### src/rtl/mppt_po_tracker_pkg.sv
// Shared definitions for the perturb-and-observe MPPT tracker: sample/duty width,
// product width and the controller state encoding.
package mppt_po_tracker_pkg;

    localparam int W  = 12;
    localparam int PW = 2 * W;

    typedef enum logic [2:0] {
        ST_IDLE   = 3'd0,
        ST_MUL    = 3'd1,
        ST_CMP    = 3'd2,
        ST_UPD    = 3'd3,
        ST_SETTLE = 3'd4
    } state_t;

endpackage

### src/rtl/mppt_mul_seq.sv
// Sequential W x W unsigned shift-add multiplier, one multiplier bit per cycle.
// done marks the final iteration; product is complete from the following cycle.
module mppt_mul_seq
    import mppt_po_tracker_pkg::*;
(
    input  logic          clock,
    input  logic          rst_n,
    input  logic          start,
    input  logic [W-1:0]  multiplicand,
    input  logic [W-1:0]  multiplier,
    output logic          done,
    output logic [PW-1:0] product
);

    localparam int IW = $clog2(W);

    logic [PW-1:0] mcand_q;
    logic [PW-1:0] acc_q;
    logic [W-1:0]  mplier_q;
    logic [IW-1:0] iter_q;
    logic          busy_q;

    always_ff @(posedge clock) begin
        if (!rst_n) begin
            mcand_q  <= '0;
            acc_q    <= '0;
            mplier_q <= '0;
            iter_q   <= '0;
            busy_q   <= 1'b0;
        end else if (start) begin
            mcand_q  <= {{W{1'b0}}, multiplicand};
            mplier_q <= multiplier;
            acc_q    <= '0;
            iter_q   <= '0;
            busy_q   <= 1'b1;
        end else if (busy_q) begin
            if (mplier_q[0]) begin
                acc_q <= acc_q + mcand_q;
            end
            mcand_q  <= mcand_q << 1;
            mplier_q <= mplier_q >> 1;
            iter_q   <= iter_q + IW'(1);
            if (iter_q == IW'(W - 1)) begin
                busy_q <= 1'b0;
            end
        end
    end

    assign done    = busy_q && (iter_q == IW'(W - 1));
    assign product = acc_q;

endmodule

### src/rtl/mppt_po_tracker.sv
// Perturb-and-observe MPPT: multiplies V*I, compares with the previous power and steps
// the clamped duty command, then idles for a settle window before taking the next sample.
module mppt_po_tracker
    import mppt_po_tracker_pkg::*;
#(
    parameter int DUTY_INIT     = 2048,
    parameter int DUTY_MIN      = 200,
    parameter int DUTY_MAX      = 3900,
    parameter int DUTY_STEP     = 16,
    parameter int DEADBAND      = 64,
    parameter int SETTLE_CYCLES = 20000
)(
    input  logic         clock,
    input  logic         rst_n,
    input  logic         sample_valid,
    output logic         sample_ready,
    input  logic [W-1:0] v_in,
    input  logic [W-1:0] i_in,
    output logic [W-1:0] duty_out,
    output logic         duty_valid,
    output logic         dir_up
);

    localparam int CW = (SETTLE_CYCLES > 1) ? $clog2(SETTLE_CYCLES) : 1;
    localparam logic signed [PW:0]  DB    = (PW+1)'(DEADBAND);
    localparam logic signed [W+1:0] STEP  = (W+2)'(DUTY_STEP);
    localparam logic signed [W+1:0] D_MAX = (W+2)'(DUTY_MAX);
    localparam logic signed [W+1:0] D_MIN = (W+2)'(DUTY_MIN);

    state_t          state_q, state_d;
    logic            mul_start, mul_done;
    logic [PW-1:0]   product;
    logic [PW-1:0]   p_prev_q;
    logic            first_q;
    logic            step_en_q;
    logic            dir_next_q;
    logic [CW-1:0]   settle_q;
    logic            settle_done;
    logic signed [PW:0]  dp;
    logic signed [W+1:0] nxt;

    assign sample_ready = (state_q == ST_IDLE);
    assign mul_start    = sample_ready && sample_valid;
    assign settle_done  = (int'(settle_q) == SETTLE_CYCLES - 1);

    mppt_mul_seq u_mul (
        .clock        (clock),
        .rst_n        (rst_n),
        .start        (mul_start),
        .multiplicand (v_in),
        .multiplier   (i_in),
        .done         (mul_done),
        .product      (product)
    );

    assign dp  = $signed({1'b0, product}) - $signed({1'b0, p_prev_q});
    assign nxt = dir_next_q ? ($signed({2'b00, duty_out}) + STEP)
                            : ($signed({2'b00, duty_out}) - STEP);

    always_ff @(posedge clock) begin
        if (!rst_n) begin
            state_q <= ST_IDLE;
        end else begin
            state_q <= state_d;
        end
    end

    always_comb begin
        state_d = state_q;
        unique case (state_q)
            ST_IDLE:   if (sample_valid) state_d = ST_MUL;
            ST_MUL:    if (mul_done) state_d = ST_CMP;
            ST_CMP:    state_d = ST_UPD;
            ST_UPD:    state_d = (SETTLE_CYCLES == 0) ? ST_IDLE : ST_SETTLE;
            ST_SETTLE: if (settle_done) state_d = ST_IDLE;
            default:   state_d = ST_IDLE;
        endcase
    end

    // Decision is latched in CMP and applied in UPD; a clamp overrides the chosen direction.
    always_ff @(posedge clock) begin
        if (!rst_n) begin
            duty_out   <= W'(DUTY_INIT);
            duty_valid <= 1'b0;
            dir_up     <= 1'b1;
            first_q    <= 1'b1;
            p_prev_q   <= '0;
            settle_q   <= '0;
            step_en_q  <= 1'b0;
            dir_next_q <= 1'b1;
        end else begin
            duty_valid <= 1'b0;
            unique case (state_q)
                ST_CMP: begin
                    if (first_q || (dp > DB)) begin
                        step_en_q  <= 1'b1;
                        dir_next_q <= dir_up;
                    end else if (dp < -DB) begin
                        step_en_q  <= 1'b1;
                        dir_next_q <= ~dir_up;
                    end else begin
                        step_en_q  <= 1'b0;
                        dir_next_q <= dir_up;
                    end
                end
                ST_UPD: begin
                    duty_valid <= 1'b1;
                    p_prev_q   <= product;
                    first_q    <= 1'b0;
                    if (step_en_q) begin
                        if (nxt >= D_MAX) begin
                            duty_out <= W'(DUTY_MAX);
                            dir_up   <= 1'b0;
                        end else if (nxt <= D_MIN) begin
                            duty_out <= W'(DUTY_MIN);
                            dir_up   <= 1'b1;
                        end else begin
                            duty_out <= nxt[W-1:0];
                            dir_up   <= dir_next_q;
                        end
                    end
                end
                ST_SETTLE: begin
                    settle_q <= settle_done ? '0 : settle_q + CW'(1);
                end
                default: ;
            endcase
        end
    end

endmodule

### config.mk
export PLATFORM = sky130hd
export DESIGN_NAME = mppt_po_tracker
export DESIGN_NICKNAME = d
export VERILOG_FILES = /design/src/rtl/mppt_po_tracker_pkg.sv /design/src/rtl/mppt_mul_seq.sv /design/src/rtl/mppt_po_tracker.sv
export SDC_FILE = /design/constraint.sdc
export NUM_CORES = 1
export LEC_CHECK = 0
export ABC_AREA = 1
export CAP_MARGIN = 40
export CORE_AREA = 3 3 134 136
export DETAILED_ROUTE_END_ITERATION = 12
export DIE_AREA = 0 0 137 139
export GPL_TIMING_DRIVEN = 0
export PLACE_DENSITY_LB_ADDON = 0.2
export SLEW_MARGIN = 20
export SYNTH_ARGS = -nofsm -noshare
export SYNTH_HDL_FRONTEND = slang
export SYNTH_SLANG_ARGS = --single-unit
export TNS_END_PERCENT = 30
### constraint.sdc
create_clock -name clock -period 2.7 [get_ports clock]
set_input_delay 0.54 -clock clock [delete_from_list [all_inputs] [get_ports clock]]
set_output_delay 0.54 -clock clock [all_outputs]
set_load 0.02 [all_outputs]
==> results by group <==
Global route
  • First-pass GRT wire length: 35,600 um
  • Largest net degree at the start of global routing: 17
  • Tot GR Track Use: 22.8%
  • Total gr overflow: 0
  • Initial antenna violation count: 0
  • Vias in the first global route: 7,600

Placed design
  • IO buf count: 39
  • Setup WS pre-CTS: -0.0527 ns
  • Final GP Congestion: 0.924
  • HPWL Detailed: 16,700 um

Detailed routing
  • Antenna-violating nets left: 0
  • Via/cell ratio: 5.12
  • Remaining DRCs: 0
  • Via count: 8,300
  • DRT iter0 DRCs: 491
  • Final wirelength: 21,200 um
  • Drt first pass iters: 6
  • Wire per inst: 13.1 um

Floorplanning
  • Initial Util: 49.0%
  • Core area: 17,100 um^2
  • Row count: 48
  • Die Area: 19,000 um^2
  • IO Count: 42
  • Die height: 139 um
  • DIE WIDTH: 137 um

Pwr
  • Switching share of power: 33.4%
  • Power consumption: 6.04 mW
  • Flop pwr share: 32.2%
  • Clock Power Share: 39.4%
  • Comb power frac: 28.4%
  • Switching power: 2.02 mW
  • Maximum VDD drop: 0.381 mV
  • Leakage: 4.61 nW
  • Cell Pwr Density: 622 nW/um^2
  • Internal power: 4.03 mW

Timing
  • Min Tclk post-route: 2.52 ns
  • Final period util: 93.4%
  • Slew Limit Fails: 0
  • RSZ-0062 raised after global routing: false
  • Slew headroom: 57.7%
  • Min setup slack post-route: 0.178 ns
  • Setup Viol. Count Final: 0
  • Max frequency: 397 MHz
  • Final Hold Fails: 0
  • Skew final: 0.0105 ns
  • Slew @ Worst Pin: 0.635 ns

Clock tree
  • CTS tree: yes
  • Cts hold-fix bufs: 0
  • CTS max path bufs: 2
  • Clk sink count: 122
  • Clk_lat worst skew: 0.42 ns
  • Root Buffer: clkbuf_16
  • Clk slew on worst S/H paths: 0.06 ns
  • H-tree Lvls: 4
  • Inserted Clock Buffers: 17

Synth
  • Seq/Total Area, Yosys: 29.2%
  • Most area-consuming cells after synthesis: dfxtp_1 29%, nand2_1 17%, inv_1 9.8%, ha_1 7.6%, a21oi_1 6.0%
  • Synth Cell Area: 8360 um^2
  • Synth top area share: 29.2%
  • Synth Register Bits: 122
  • Mux contribution to synthesized area: 0%
  • Post-synth EDFFs: 0
  • Compound-Gate Fraction of Synth Area: 15.1%
  • Commonest cells post-synth: 372 x nand2_1, 218 x inv_1, 122 x dfxtp_1, 110 x nor2_1, 100 x a21oi_1
  • Post-synthesis adder-cell area fraction: 8.11%
  • Largest family of logic cells by synthesized area: simple AND/OR/NAND/NOR gates
  • Mean area per synthesized cell: 6.31 um^2
  • Most frequent cell after synthesis: nand2_1
  • Post-synthesis async set-or-reset flop share: 0%
  • Post-Synth XOR/XNOR Area: 3.25%
  • Netlist cell types: 49
  • Ys Warns: 0
  • Cells after synthesis: 1,324
  • Yosys top cell by area: dfxtp_1
  • Ys flop type: dfxtp_1
  • Post-synthesis simple-gate area fraction: 32.4%

Finish
  • Number of diodes: 0
  • Final #Nets: 1,463
  • Proportion of layout cells with a drive suffix above 1: 6.16%
  • Area Overhead vs Synth: 16.2%

Critical path
  • Worst Reg-to-Reg Cells: 18
  • Crit Path Class: flop to flop
  • Crit path DAT: 2.83 ns
  • CP endpoint kind: flop
  • Crit path launch type: flop
  • Top fanout value on the critical path: 5
  • Req. time, crit path: 3.01 ns

Run
  • Max-cap check violation count: 0

Run status
  • Outcome: finished clean

Hold path
  • Hold depth: 1
  • Worst min-delay path class: flop to flop
cells in the final DEF (no fill, tap or decap), types with 6 or more instances in the layout:
cell type          n
nand3_1           80
nand3_2            6
inv_1            217
clkbuf_1          32
ha_1              47
dfxtp_1          119
o211ai_1           8
a21oi_2            8
nand2_1          367
nand4_1           21
xor2_1            24
nand3b_1          10
nand2_2            6
nor2_1           108
xnor2_1            7
o21ai_0           61
nor2_2             6
a21oi_1           99
nor3_1            16
a31oi_1           24
clkdlybuf4s50_1   39
clkbuf_16         17
through the flow:
step | hold slack [ns] | instance area [um^2] | instances | util (%) | setup TNS, ns
after detailed placement | 0.448 | 9030 | 1589 | 53.0 | -0.183
after CTS | 0.454 | 9660 | 1620 | 56.6 | 0
after global placement | 0.440 | 9030 | 1589 | 53.0 | -0.0967
after floorplan | 0.422 | 8360 | 1325 | - | 0
after global routing | 0.482 | 9710 | 1620 | 56.9 | 0
final | 0.453 | 9710 | 1620 | 56.9 | 0
path summary, 6_finish.rpt:
kind / startpoint / end / slack (ns)
setup / recovery: u_mul.product[4] / step_en_q / 0.18
hold / removal: settle_q[14] / settle_q[14] / 0.45
setup reg to reg: u_mul.product[4] / step_en_q / 0.18
hold reg to reg: settle_q[14] / settle_q[14] / 0.45
registers in the layout, indices dropped and copies added, names as in the netlist, 3 cells and up:
| register | count |
|---|---|
| duty_out | 10 |
| p_prev_q | 24 |
| settle_q | 15 |
| state_q | 3 |
| u_mul.iter_q | 4 |
| u_mul.mcand_q | 24 |
| u_mul.mplier_q | 12 |
| u_mul.product | 24 |
power groups by stage:
| stage | clock, mW | combinational [mW] | sequential [mW] |
|---|---|---|---|
| 2_1_floorplan | 0 | 1.28 | 1.96 |
| 3_3_place_gp | 0 | 1.63 | 1.98 |
| 3_5_place_dp | 0 | 1.67 | 1.98 |
| 4_1_cts | 2.41 | 1.69 | 1.94 |
| 5_1_grt | 2.48 | 1.96 | 1.95 |
| 6_report | 2.38 | 1.72 | 1.94 |
cells by family (layout without fill, tap and decap cells):
group | count (synthesis) | in the layout
AO/OA/AOI/OAI | 223 | 223
flip-flops | 122 | 122
other | 1 | 2
XOR/XNOR | 31 | 31
buffers and inverters | 259 | 329
AND/OR/NAND/NOR | 635 | 635
adder cells (fa/ha/maj) | 53 | 53
critical path: stages, from the launching register on:
cell     delay (ns)
dfxtp_1        0.36
ha_1           0.40
nand2_1        0.11
inv_1          0.12
nand2_1        0.06
nand3_1        0.19
nand2_1        0.11
nand2_1        0.10
nand3_1        0.10
nand2_1        0.08
nand2_1        0.04
nand2_1        0.07
nand3_1        0.11
a21oi_2        0.19
nand2_1        0.07
nand2_1        0.08
nand3_2        0.08
nand2_1        0.08
inv_1          0.04
per-layer routing:
layer | share of wire [%] | track usage [%]
met2 | 46 | 37.5
met5 | 0 | 0
met1 | 49 | 31.0
met4 | 2.1 | 7.83
met3 | 2.9 | 2.61
area by class of cell:
| cell class | instances | area, um^2 |
|---|---|---|
| Fill cell | 1740 | 7350 |
| Inverter | 222 | 836 |
| Tap cell | 225 | 282 |
| Timing Repair Buffer | 39 | 390 |
| Buffer | 37 | 155 |
| Clock inverter | 12 | 174 |
| Sequential cell | 122 | 2450 |
| Clock buffer | 19 | 443 |
| Multi-Input combinational cell | 944 | 4980 |
timing repair:
action                                  in CTS  in global routing
gates resized for setup                      4                 19
endpoints found under the setup margin       4                  6
hold endpoints to repair                     0                  0
pin swaps                                    0                  3
cloned                                       0                  0
setup buffers                                0                  0
(Power assumes the default switching activity.)
